`config.mk`:
```
export PLATFORM = sky130hd
export DESIGN_NAME = eye_width_sweep_flat
export DESIGN_NICKNAME = d
export VERILOG_FILES = /design/src/rtl/ucie_mbtrain_pkg.sv /design/src/rtl/eye_width_sweep_if.sv /design/src/rtl/lane_window_tracker.sv /design/src/rtl/eye_width_sweep.sv /design/src/flat_wrapper.sv
export SDC_FILE = /design/constraint.sdc
export NUM_CORES = 1
export LEC_CHECK = 0
export ABC_AREA = 1
export ABC_CLOCK_PERIOD_IN_PS = 5800
export CELL_PAD_IN_SITES_DETAIL_PLACEMENT = 1
export CELL_PAD_IN_SITES_GLOBAL_PLACEMENT = 1
export CORE_ASPECT_RATIO = 1.1
export CORE_UTILIZATION = 35
export CTS_CLUSTER_SIZE = 20
export DETAILED_ROUTE_END_ITERATION = 8
export GPL_ROUTABILITY_DRIVEN = 0
export PLACE_DENSITY_LB_ADDON = 0.08
export SYNTH_ARGS = -nofsm -noshare
export SYNTH_HDL_FRONTEND = slang
export SYNTH_HIERARCHICAL = 1
export SYNTH_SLANG_ARGS = --single-unit
```
`constraint.sdc`:
```
create_clock -name clk -period 5.8 [get_ports clk]
set_input_delay 1.16 -clock clk [delete_from_list [all_inputs] [get_ports clk]]
set_output_delay 1.16 -clock clk [all_outputs]
set_load 0.01 [all_outputs]
```
`src/rtl/ucie_mbtrain_pkg.sv`:
```
// Shared MBTRAIN definitions: eye-width sweep state encoding and parameter defaults.
package ucie_mbtrain_pkg;

  localparam int NUM_LANES_DEF  = 16;
  localparam int PI_W_DEF       = 4;
  localparam int PI_MAX_DEF     = 15;
  localparam int SETTLE_CYC_DEF = 4;
  localparam int MIN_EYE_DEF    = 4;

  typedef enum logic [2:0] {
    ST_IDLE   = 3'd0,
    ST_SETUP  = 3'd1,
    ST_APPLY  = 3'd2,
    ST_RUN    = 3'd3,
    ST_UPDATE = 3'd4,
    ST_DONE   = 3'd5
  } sweep_state_e;

endpackage

```
`src/rtl/eye_width_sweep_if.sv`:
```
// Handshake bundle between the centre-cal sequencer / point tester (master) and the sweep (slave).
interface eye_width_sweep_if #(
  parameter int NUM_LANES = 16,
  parameter int PI_W      = 4
);
  logic                 i_en;
  logic                 i_mainband_or_valtrain_test;
  logic                 o_pt_en;
  logic                 i_pt_done;
  logic [NUM_LANES-1:0] i_pt_lanes_result;
  logic [PI_W-1:0]      o_pi_step;
  logic [NUM_LANES-1:0] o_tx_lanes_result;
  logic [PI_W-1:0]      o_center_step;
  logic                 o_test_ack;

  modport master (
    output i_en, i_mainband_or_valtrain_test, i_pt_done, i_pt_lanes_result,
    input  o_pt_en, o_pi_step, o_tx_lanes_result, o_center_step, o_test_ack
  );

  modport slave (
    input  i_en, i_mainband_or_valtrain_test, i_pt_done, i_pt_lanes_result,
    output o_pt_en, o_pi_step, o_tx_lanes_result, o_center_step, o_test_ack
  );
endinterface

```
`src/rtl/lane_window_tracker.sv`:
```
// Longest-passing-window tracker for one pass bit: current run, best run and the PI code where it ended.
module lane_window_tracker
  import ucie_mbtrain_pkg::*;
#(
  parameter int PI_W   = PI_W_DEF,
  parameter int PI_MAX = PI_MAX_DEF
) (
  input  logic            clk,
  input  logic            rst_n,
  input  logic            i_clr,
  input  logic            i_upd,
  input  logic            i_pass,
  input  logic [PI_W-1:0] i_pi,
  output logic [PI_W:0]   o_best_run,
  output logic [PI_W-1:0] o_best_end
);

  localparam logic [PI_W:0] RUN_SAT = (PI_W + 1)'(PI_MAX + 1);
  localparam logic [PI_W:0] RUN_ONE = (PI_W + 1)'(1);

  logic [PI_W:0]   cur_run_q, cur_run_d;
  logic [PI_W:0]   best_run_q, best_run_d;
  logic [PI_W:0]   run_inc;
  logic [PI_W-1:0] best_end_q, best_end_d;

  // Strictly-greater update keeps the earliest of several equal-length windows.
  always_comb begin
    cur_run_d  = cur_run_q;
    best_run_d = best_run_q;
    best_end_d = best_end_q;
    if (cur_run_q == RUN_SAT) begin
      run_inc = cur_run_q;
    end else begin
      run_inc = cur_run_q + RUN_ONE;
    end
    if (i_clr) begin
      cur_run_d  = '0;
      best_run_d = '0;
      best_end_d = '0;
    end else if (i_upd) begin
      if (i_pass) begin
        cur_run_d = run_inc;
      end else begin
        cur_run_d = '0;
      end
      if (cur_run_d > best_run_q) begin
        best_run_d = cur_run_d;
        best_end_d = i_pi;
      end else begin
        best_run_d = best_run_q;
        best_end_d = best_end_q;
      end
    end else begin
      cur_run_d  = cur_run_q;
      best_run_d = best_run_q;
      best_end_d = best_end_q;
    end
  end

  // Tracker state registers.
  always_ff @(posedge clk) begin
    if (!rst_n) begin
      cur_run_q  <= '0;
      best_run_q <= '0;
      best_end_q <= '0;
    end else begin
      cur_run_q  <= cur_run_d;
      best_run_q <= best_run_d;
      best_end_q <= best_end_d;
    end
  end

  assign o_best_run = best_run_q;
  assign o_best_end = best_end_q;

endmodule

```
`src/rtl/eye_width_sweep.sv`:
```
// PI phase sweep after centre-cal: per-code point tests, per-lane and aggregate eye windows, centre report.
// Optional EYE_SWEEP_EARLY_EXIT_EN closes the sweep once the aggregate eye has opened and then failed.
module eye_width_sweep
  import ucie_mbtrain_pkg::*;
#(
  parameter int NUM_LANES  = NUM_LANES_DEF,
  parameter int PI_W       = PI_W_DEF,
  parameter int PI_MAX     = PI_MAX_DEF,
  parameter int SETTLE_CYC = SETTLE_CYC_DEF,
  parameter int MIN_EYE    = MIN_EYE_DEF
) (
  input logic             clk,
  input logic             rst_n,
  eye_width_sweep_if.slave bus
);

  localparam int                   SET_W       = $clog2(SETTLE_CYC + 1);
  localparam logic [SET_W-1:0]     SETTLE_LAST = SET_W'(SETTLE_CYC);
  localparam logic [SET_W-1:0]     SET_ONE     = SET_W'(1);
  localparam logic [PI_W-1:0]      PI_LAST     = PI_W'(PI_MAX);
  localparam logic [PI_W-1:0]      PI_ONE      = PI_W'(1);
  localparam logic [PI_W:0]        RUN_ONE     = (PI_W + 1)'(1);
  localparam logic [PI_W:0]        MIN_EYE_W   = (PI_W + 1)'(MIN_EYE);
  localparam logic [NUM_LANES-1:0] LANE0_MASK  = {{(NUM_LANES - 1){1'b0}}, 1'b1};

  sweep_state_e         state_q, state_d;
  logic [PI_W-1:0]      pi_q, pi_d;
  logic [SET_W-1:0]     settle_q, settle_d;
  logic                 vt_q, vt_d;
  logic [NUM_LANES-1:0] res_q, res_d;
  logic                 pt_en_q, pt_en_d;
  logic                 ack_q, ack_d;
  logic [NUM_LANES-1:0] lanes_q, lanes_d;
  logic [PI_W-1:0]      center_q, center_d;
  logic [PI_W-1:0]      pi_out_q, pi_out_d;

  logic [NUM_LANES-1:0] lane_mask_s;
  logic [NUM_LANES-1:0] lane_ok_s;
  logic [NUM_LANES:0]   trk_pass_s;
  logic                 agg_pass_s;
  logic                 trk_clr_s;
  logic                 trk_upd_s;
  logic                 early_exit_s;
  logic [PI_W-1:0]      centre_s;
  logic [PI_W:0]        best_run [0:NUM_LANES];
  logic [PI_W-1:0]      agg_best_end;
  logic [PI_W-1:0]      lane_end_unused [0:NUM_LANES-1];

  // Midpoint of a window ending at bend; the subtraction cannot underflow since run-1 <= bend.
  function automatic logic [PI_W-1:0] centre_of(input logic [PI_W:0] run, input logic [PI_W-1:0] bend);
    logic [PI_W:0] half;
    logic [PI_W:0] wide;
    half = (run - RUN_ONE) >> 1;
    wide = {1'b0, bend} - half;
    if (run == '0) begin
      centre_of = '0;
    end else begin
      centre_of = wide[PI_W-1:0];
    end
  endfunction

  // Active-lane mask, masked pass vector and per-lane verdicts.
  always_comb begin
    if (vt_q) begin
      lane_mask_s = LANE0_MASK;
    end else begin
      lane_mask_s = '1;
    end
    agg_pass_s = &(res_q | ~lane_mask_s);
    trk_pass_s = {agg_pass_s, res_q & lane_mask_s};
    lane_ok_s  = '0;
    for (int l = 0; l < NUM_LANES; l++) begin
      lane_ok_s[l] = (best_run[l] >= MIN_EYE_W) & lane_mask_s[l];
    end
    centre_s = centre_of(best_run[NUM_LANES], agg_best_end);
  end

  assign trk_clr_s = (state_q == ST_SETUP);
  assign trk_upd_s = (state_q == ST_UPDATE) & bus.i_en;

`ifdef EYE_SWEEP_EARLY_EXIT_EN
  // A failing code after the aggregate eye already reached MIN_EYE cannot grow that window further.
  assign early_exit_s = (best_run[NUM_LANES] >= MIN_EYE_W) & ~agg_pass_s;
`else
  assign early_exit_s = 1'b0;
`endif

  for (genvar g = 0; g <= NUM_LANES; g++) begin : g_trk
    if (g < NUM_LANES) begin : g_lane
      lane_window_tracker #(.PI_W(PI_W), .PI_MAX(PI_MAX)) u_trk (
        .clk        (clk),
        .rst_n      (rst_n),
        .i_clr      (trk_clr_s),
        .i_upd      (trk_upd_s),
        .i_pass     (trk_pass_s[g]),
        .i_pi       (pi_q),
        .o_best_run (best_run[g]),
        .o_best_end (lane_end_unused[g])
      );
    end else begin : g_agg
      lane_window_tracker #(.PI_W(PI_W), .PI_MAX(PI_MAX)) u_trk (
        .clk        (clk),
        .rst_n      (rst_n),
        .i_clr      (trk_clr_s),
        .i_upd      (trk_upd_s),
        .i_pass     (trk_pass_s[g]),
        .i_pi       (pi_q),
        .o_best_run (best_run[g]),
        .o_best_end (agg_best_end)
      );
    end
  end

  // Next-state and next-output logic; dropping i_en aborts from any state.
  always_comb begin
    state_d  = state_q;
    pi_d     = pi_q;
    settle_d = settle_q;
    vt_d     = vt_q;
    res_d    = res_q;
    pt_en_d  = 1'b0;
    ack_d    = 1'b0;
    lanes_d  = '0;
    center_d = '0;
    if (!bus.i_en) begin
      state_d  = ST_IDLE;
      pi_d     = '0;
      settle_d = '0;
      res_d    = '0;
    end else begin
      case (state_q)
        ST_IDLE: begin
          state_d = ST_SETUP;
        end
        ST_SETUP: begin
          pi_d     = '0;
          settle_d = '0;
          vt_d     = bus.i_mainband_or_valtrain_test;
          state_d  = ST_APPLY;
        end
        ST_APPLY: begin
          if (settle_q == SETTLE_LAST) begin
            settle_d = '0;
            pt_en_d  = 1'b1;
            state_d  = ST_RUN;
          end else begin
            settle_d = settle_q + SET_ONE;
          end
        end
        ST_RUN: begin
          if (bus.i_pt_done) begin
            res_d   = bus.i_pt_lanes_result;
            state_d = ST_UPDATE;
          end else begin
            pt_en_d = 1'b1;
          end
        end
        ST_UPDATE: begin
          if ((pi_q == PI_LAST) || early_exit_s) begin
            state_d = ST_DONE;
          end else begin
            pi_d    = pi_q + PI_ONE;
            state_d = ST_APPLY;
          end
        end
        ST_DONE: begin
          ack_d    = 1'b1;
          lanes_d  = lane_ok_s;
          center_d = centre_s;
        end
        default: begin
          state_d = ST_IDLE;
        end
      endcase
    end
    // Trackers settle one cycle after entering DONE, so the centre appears together with ack.
    if (state_d == ST_IDLE) begin
      pi_out_d = '0;
    end else if (state_q == ST_DONE) begin
      pi_out_d = centre_s;
    end else begin
      pi_out_d = pi_d;
    end
  end

  // Sweep FSM state and registered outputs.
  always_ff @(posedge clk) begin
    if (!rst_n) begin
      state_q  <= ST_IDLE;
      pi_q     <= '0;
      settle_q <= '0;
      vt_q     <= 1'b0;
      res_q    <= '0;
      pt_en_q  <= 1'b0;
      ack_q    <= 1'b0;
      lanes_q  <= '0;
      center_q <= '0;
      pi_out_q <= '0;
    end else begin
      state_q  <= state_d;
      pi_q     <= pi_d;
      settle_q <= settle_d;
      vt_q     <= vt_d;
      res_q    <= res_d;
      pt_en_q  <= pt_en_d;
      ack_q    <= ack_d;
      lanes_q  <= lanes_d;
      center_q <= center_d;
      pi_out_q <= pi_out_d;
    end
  end

  assign bus.o_pt_en           = pt_en_q;
  assign bus.o_test_ack        = ack_q;
  assign bus.o_tx_lanes_result = lanes_q;
  assign bus.o_center_step     = center_q;
  assign bus.o_pi_step         = pi_out_q;

endmodule

```
`src/flat_wrapper.sv`:
```
// flat-port wrapper written by rule: the top's interface ports become plain ports
module eye_width_sweep_flat import ucie_mbtrain_pkg::*;
#(
  parameter int NUM_LANES  = NUM_LANES_DEF,
  parameter int PI_W       = PI_W_DEF,
  parameter int PI_MAX     = PI_MAX_DEF,
  parameter int SETTLE_CYC = SETTLE_CYC_DEF,
  parameter int MIN_EYE    = MIN_EYE_DEF
)
  (clk, rst_n, bus_i_en, bus_i_mainband_or_valtrain_test, bus_i_pt_done, bus_i_pt_lanes_result, bus_o_pt_en, bus_o_pi_step, bus_o_tx_lanes_result, bus_o_center_step, bus_o_test_ack);
  eye_width_sweep_if #(.NUM_LANES(NUM_LANES), .PI_W(PI_W)) bus_i ();
  input logic clk;
  input logic rst_n;
  input wire logic [$bits(bus_i.i_en)-1:0] bus_i_en;
  input wire logic [$bits(bus_i.i_mainband_or_valtrain_test)-1:0] bus_i_mainband_or_valtrain_test;
  input wire logic [$bits(bus_i.i_pt_done)-1:0] bus_i_pt_done;
  input wire logic [$bits(bus_i.i_pt_lanes_result)-1:0] bus_i_pt_lanes_result;
  output wire logic [$bits(bus_i.o_pt_en)-1:0] bus_o_pt_en;
  output wire logic [$bits(bus_i.o_pi_step)-1:0] bus_o_pi_step;
  output wire logic [$bits(bus_i.o_tx_lanes_result)-1:0] bus_o_tx_lanes_result;
  output wire logic [$bits(bus_i.o_center_step)-1:0] bus_o_center_step;
  output wire logic [$bits(bus_i.o_test_ack)-1:0] bus_o_test_ack;
  assign bus_i.i_en = bus_i_en;
  assign bus_i.i_mainband_or_valtrain_test = bus_i_mainband_or_valtrain_test;
  assign bus_i.i_pt_done = bus_i_pt_done;
  assign bus_i.i_pt_lanes_result = bus_i_pt_lanes_result;
  assign bus_o_pt_en = bus_i.o_pt_en;
  assign bus_o_pi_step = bus_i.o_pi_step;
  assign bus_o_tx_lanes_result = bus_i.o_tx_lanes_result;
  assign bus_o_center_step = bus_i.o_center_step;
  assign bus_o_test_ack = bus_i.o_test_ack;
  eye_width_sweep #(.NUM_LANES(NUM_LANES), .PI_W(PI_W), .PI_MAX(PI_MAX), .SETTLE_CYC(SETTLE_CYC), .MIN_EYE(MIN_EYE)) u_core (.clk(clk), .rst_n(rst_n), .bus(bus_i));
endmodule
```
==> flow_summary.json, run 1 <==
{
  "post-place-ws_ps": 1930,
  "place_hpwl_mm": 25.6,
  "cts.sinks": 227,
  "htree_num_levels": 1,
  "cts_tree": "done",
  "crit_path_start_kind": "flip-flop",
  "grt_pass1_vias": 12400,
  "clock-skew-final_ps": 10.3,
  "tightest_slew_ps": 910,
  "yosys_warnings": 6,
  "p_per_area_nw_per_um2": 227,
  "total_power_mw": 3.55,
  "finalWorstSetupSlack_ps": 2170,
  "synth_cells": 2019,
  "path_max_fanout": 30,
  "post-cts-setup-buffers": 0,
  "period_share_pct": 62.5,
  "antenna_cells": 0,
  "nNetsFinal": 2172,
  "grt-ovfl-total": 0,
  "postCtsHoldBufs": 0,
  "setup_viol": 0,
  "core_sq_um": 39500,
  "wl_mm": 35.2,
  "cts-buffers-inserted": 30,
  "crit_chain": "o21ai_0 > nor2_1 > nand2_1 > nor3_1 > nand3_1 > inv_1 > ha_1 > nand2_2 > nor2_4 > a21boi_2 > nand2_4 > nand2_1 > nand2_1 > nor2_1",
  "netlist_area_sq_um": 14100,
  "syn-num-nets": 2167,
  "critPathArrivalTime_ps": 4120,
  "cts_resized": 0,
  "p_sw_share_pct": 22.3,
  "pwr-share-comb_pct": 2.6,
  "max_freq_mhz": 276,
  "hold_violations": 0,
  "ioPinCount": 47,
  "cp_common_cell": "nand2_1",
  "clock_latency_ps": 560,
  "syn_avg_cell_area_sq_um": 6.98,
  "die_y_um": 212,
  "max_slew_margin_pct": 39.3,
  "start_util_pct": 35.7,
  "postRouteAntennaNets": 0,
  "maxSlewViolCount": 0,
  "clk_pin_slew_ps": 60,
  "grt_usage_pct": 17.4,
  "p_leak_nw": 7.44,
  "rsz0062_at_grt": "false",
  "dieArea_sq_um": 41100,
  "p_sw_mw": 0.793,
  "clock_power_share_pct": 53.3,
  "num_vias": 12300,
  "wire_per_inst_um": 13.8,
  "via_per_inst": 4.82,
  "finalCriticalPeriod_ps": 3630,
  "outcome": "finished with violations",
  "cp_top_family": "simple AND/OR/NAND/NOR gates",
  "worstPathRequired_ps": 6300,
  "slowest_delay_ps": 920,
  "final_common_cell": "nand2_1",
  "cts_buffer_depth": 3,
  "slowest_stage": "dfxtp_2",
  "cap_viol_max_count": 0,
  "grt_antenna_before_repair": 0,
  "violations": "design-rule violations",
  "internal-power_mw": 2.76,
  "ctsRootBufferMaster": "clkbuf_16",
  "grt_pass1_wl_mm": 59.8,
  "dr.pass1.iters": 8,
  "path_class": "flip-flop to flip-flop",
  "min_path_type": "flip-flop to flip-flop",
  "peakVddDrop_v": 0.000228,
  "p_seq_share_pct": 44.1,
  "route.detailed.drc": 3,
  "die_x_um": 193,
  "finalSetupTns_ps": 0,
  "io_buffers": 46,
  "worstSetupEndpointType": "flip-flop",
  "grt_max_degree": 121,
  "fin_area_sq_um": 15600,
  "place_area_sq_um": 14600,
  "crit_buf_inv": 1,
  "fp-row-count": 76,
  "drtIter0Drc": 338,
  "whs_ps": 485,
  "most-common-layout-cells": "nand2_1, inv_1, nor2_1",
  "area_growth_pct": 11.0,
  "layout-drive-gt1-share_pct": 10.9
}
-- path summary, 6_finish.rpt --
check / from / to / slack (ps) / cells after the start
worst max-delay path: u_core/vt_q / u_core/g_trk[16].g_agg.u_trk/o_best_run[3] / 2170 / 14
worst min-delay path: u_core/res_q[7] / u_core/res_q[7] / 490 / 2
worst max register to register: u_core/vt_q / u_core/g_trk[16].g_agg.u_trk/o_best_run[3] / 2170 / 14
worst min register to register: u_core/res_q[7] / u_core/res_q[7] / 490 / 2
-- tightest hold or removal path, stage by stage, from the launching register on --
cell and delay (ps):
dfxtp_1 310, inv_1 70, a211oi_1 60
-- final cells by class --
class | count | area (sq um)
repair buffers | 52 | 518
flip-flops and latches | 227 | 4550
well taps | 507 | 634
clock inverters | 9 | 100
multi-input cells | 1375 | 7660
clock buffers | 45 | 918
fillers | 4982 | 23800
inverters | 338 | 1270
-- registers in the layout, indices dropped and copies added, names as in the netlist --
signal,cells
u_core/g_trk.g_lane.u_trk/cur_run_q,80
u_core/g_trk.g_lane.u_trk/o_best_run,80
u_core/bus.o_tx_lanes_result,16
u_core/res_q,16
u_core/g_trk.g_agg.u_trk/cur_run_q,5
u_core/g_trk.g_agg.u_trk/o_best_run,5
u_core/bus.o_center_step,4
u_core/bus.o_pi_step,4
u_core/g_trk.g_agg.u_trk/o_best_end,4
u_core/pi_q,4
u_core/settle_q,3
u_core/state_q,3
u_core/bus.o_pt_en,1
u_core/bus.o_test_ack,1
u_core/vt_q,1
-- per-stage QoR --
step	util [%]	cells
finish	39.6	2553
global route	39.6	2553
CTS	39.6	2553
detailed placement	37.1	2499
global placement	37.1	2499
floorplan	-	2019
-- power by group through the flow --
stage	registers, mW	clock network [mW]	logic, mW
after floorplan	1.60	0	0.0588
after global placement	1.60	0	0.0933
after detailed placement	1.60	0	0.0935
after CTS	1.57	1.96	0.0942
after global routing	1.57	2.03	0.102
final	1.57	1.89	0.0908
-- metal layers --
metal / GRT usage, % / up-vias / part of all wire, %
met5: 0 / - / 0
li1: - / 6376 / -
met1: 21.2 / 5788 / 46
met2: 32.3 / 84 / 49
met4: 4.80 / 0 / 2.0
met3: 2.01 / 49 / 2.4
Note: power is estimated with default switching activity, not from simulation.
==> inputs of run 2 (changes only) <==
--- a/config.mk
+++ b/config.mk
@@ -6,7 +6,7 @@
 export NUM_CORES = 1
 export LEC_CHECK = 0
 export ABC_AREA = 1
-export ABC_CLOCK_PERIOD_IN_PS = 5800
+export ABC_CLOCK_PERIOD_IN_PS = 3300
 export CELL_PAD_IN_SITES_DETAIL_PLACEMENT = 1
 export CELL_PAD_IN_SITES_GLOBAL_PLACEMENT = 1
 export CORE_ASPECT_RATIO = 1.1
==> constraint.sdc (replaced) <==
create_clock -name clk -period 3.3 [get_ports clk]
set_input_delay 0.66 -clock clk [delete_from_list [all_inputs] [get_ports clk]]
set_output_delay 0.66 -clock clk [all_outputs]
set_load 0.01 [all_outputs]
==> flow_summary.json, run 2 (synthesis results as in run 1) <==
{
  "antenna_cells": 0,
  "worstPathRequired_ps": 3750,
  "wl_mm": 34.5,
  "cts_resized": 0,
  "post-cts-setup-buffers": 0,
  "ioPinCount": 47,
  "total_power_mw": 6.02,
  "multi_input_area_sq_um": 7660,
  "place_hpwl_mm": 25.4,
  "clock_latency_ps": 560,
  "max_freq_mhz": 377,
  "p_leak_nw": 7.48,
  "cap_viol_max_count": 0,
  "tightest_slew_ps": 944,
  "post-place-ws_ps": 280,
  "rsz0062_at_grt": "false",
  "setup_viol": 0,
  "min_path_type": "flip-flop to flip-flop",
  "layout-drive-gt1-share_pct": 11.3,
  "grt_pass1_vias": 12600,
  "rr_startpoint": "u_core/vt_q",
  "final_cells": 2564,
  "crit_chain": "buf_4 > a41oi_1 > nor3_1 > buf_4 > nand3_1 > inv_1 > ha_1 > nand2_2 > nor2_4 > a21boi_2 > nand2_4 > nor2_1 > nor2_1",
  "cts_tree": "done",
  "fin_util_pct": 39.7,
  "grt_pass1_wl_mm": 59.4,
  "finalWorstSetupSlack_ps": 646,
  "area_growth_pct": 11.2,
  "cp_top_family": "simple AND/OR/NAND/NOR gates",
  "via_per_inst": 4.76,
  "finalSetupTns_ps": 0,
  "slowest_delay_ps": 510,
  "crit_path_start_kind": "flip-flop",
  "hp-start": "u_core/res_q[2]",
  "drtIter0Drc": 414,
  "dieArea_sq_um": 41100,
  "clock-skew-final_ps": 8.39,
  "fp-row-count": 76,
  "finalCriticalPeriod_ps": 2650,
  "violations": "design-rule violations",
  "num-fill-cells": 4981,
  "crit_buf_inv": 3,
  "grt_max_degree": 67,
  "postCtsHoldBufs": 0,
  "cts.sinks": 227,
  "route.detailed.drc": 2,
  "ctsRootBufferMaster": "clkbuf_16",
  "grt_antenna_before_repair": 0,
  "outcome": "finished with violations",
  "die_x_um": 193,
  "cts-buffers-inserted": 29,
  "hold_violations": 0,
  "clk_pin_slew_ps": 60,
  "postRouteAntennaNets": 0,
  "cp-startpoint": "u_core/vt_q",
  "register_area_sq_um": 4550,
  "grt-ovfl-total": 0,
  "dr.pass1.iters": 8,
  "nNetsFinal": 2184,
  "max_slew_margin_pct": 37.0,
  "path_class": "flip-flop to flip-flop",
  "slowest_stage": "dfxtp_2",
  "htree_num_levels": 1,
  "wire_per_inst_um": 13.4,
  "peakVddDrop_v": 0.000363,
  "start_util_pct": 35.7,
  "io_buffers": 46,
  "core_sq_um": 39500,
  "p_per_area_nw_per_um2": 384,
  "most-common-layout-cells": "nand2_1, inv_1, nor2_1",
  "cts_buffer_depth": 3,
  "maxSlewViolCount": 0,
  "grt_usage_pct": 17.3,
  "critPathArrivalTime_ps": 3110,
  "path_max_fanout": 11,
  "placedCellCount": 2512,
  "num_vias": 12200,
  "die_y_um": 212,
  "period_share_pct": 80.4,
  "worstSetupEndpointType": "flip-flop",
  "final_common_cell": "nand2_1"
}
## run 2: worst min-delay path: stages, from the launching register on
cell,delay [ps]
dfxtp_1,310
inv_1,70
a211oi_1,60
## run 2: final cells by class
| class | count | share of cell area (%) |
|---|---|---|
| repair buffers | 65 | 4.09 |
| inverters | 338 | 8.09 |
| multi-input cells | 1375 | 48.9 |
| clock inverters | 6 | 0.192 |
| flip-flops and latches | 227 | 29.0 |
| clock buffers | 46 | 5.74 |
| well taps | 507 | 4.05 |
## run 2: where the power goes
group          total (mW)  switching [mW]  internal, mW
clock network        3.10            1.25          1.84
logic               0.174           0.116        0.0572
registers            2.75         0.00598          2.75
total                6.02            1.37          4.65
## run 2: path summary, 6_finish.rpt
| check | slack, ps | cells after the start | endpoint |
|---|---|---|---|
| worst max-delay path | 650 | 13 | u_core/g_trk[16].g_agg.u_trk/o_best_run[4] |
| worst min-delay path | 490 | 2 | u_core/res_q[2] |
| worst max register to register | 650 | 13 | u_core/g_trk[16].g_agg.u_trk/o_best_run[4] |
| worst min register to register | 490 | 2 | u_core/res_q[2] |
## run 2: metal layers
layer  track usage (%)  vias up  wire (um)
met5                 0        -          0
li1                  -     6405          -
met3              2.20       31        885
met4              4.39        0        601
met2              32.1       75      16900
met1              21.0     5700      16100
## run 2: through the flow
| step | hold WS (ps) | instance area [sq um] |
|---|---|---|
| final | 486 | 15700 |
| after global routing | 507 | 15700 |
| after CTS | 486 | 15700 |
| after detailed placement | 477 | 14700 |
| after global placement | 471 | 14700 |
| after floorplan | 452 | 14100 |
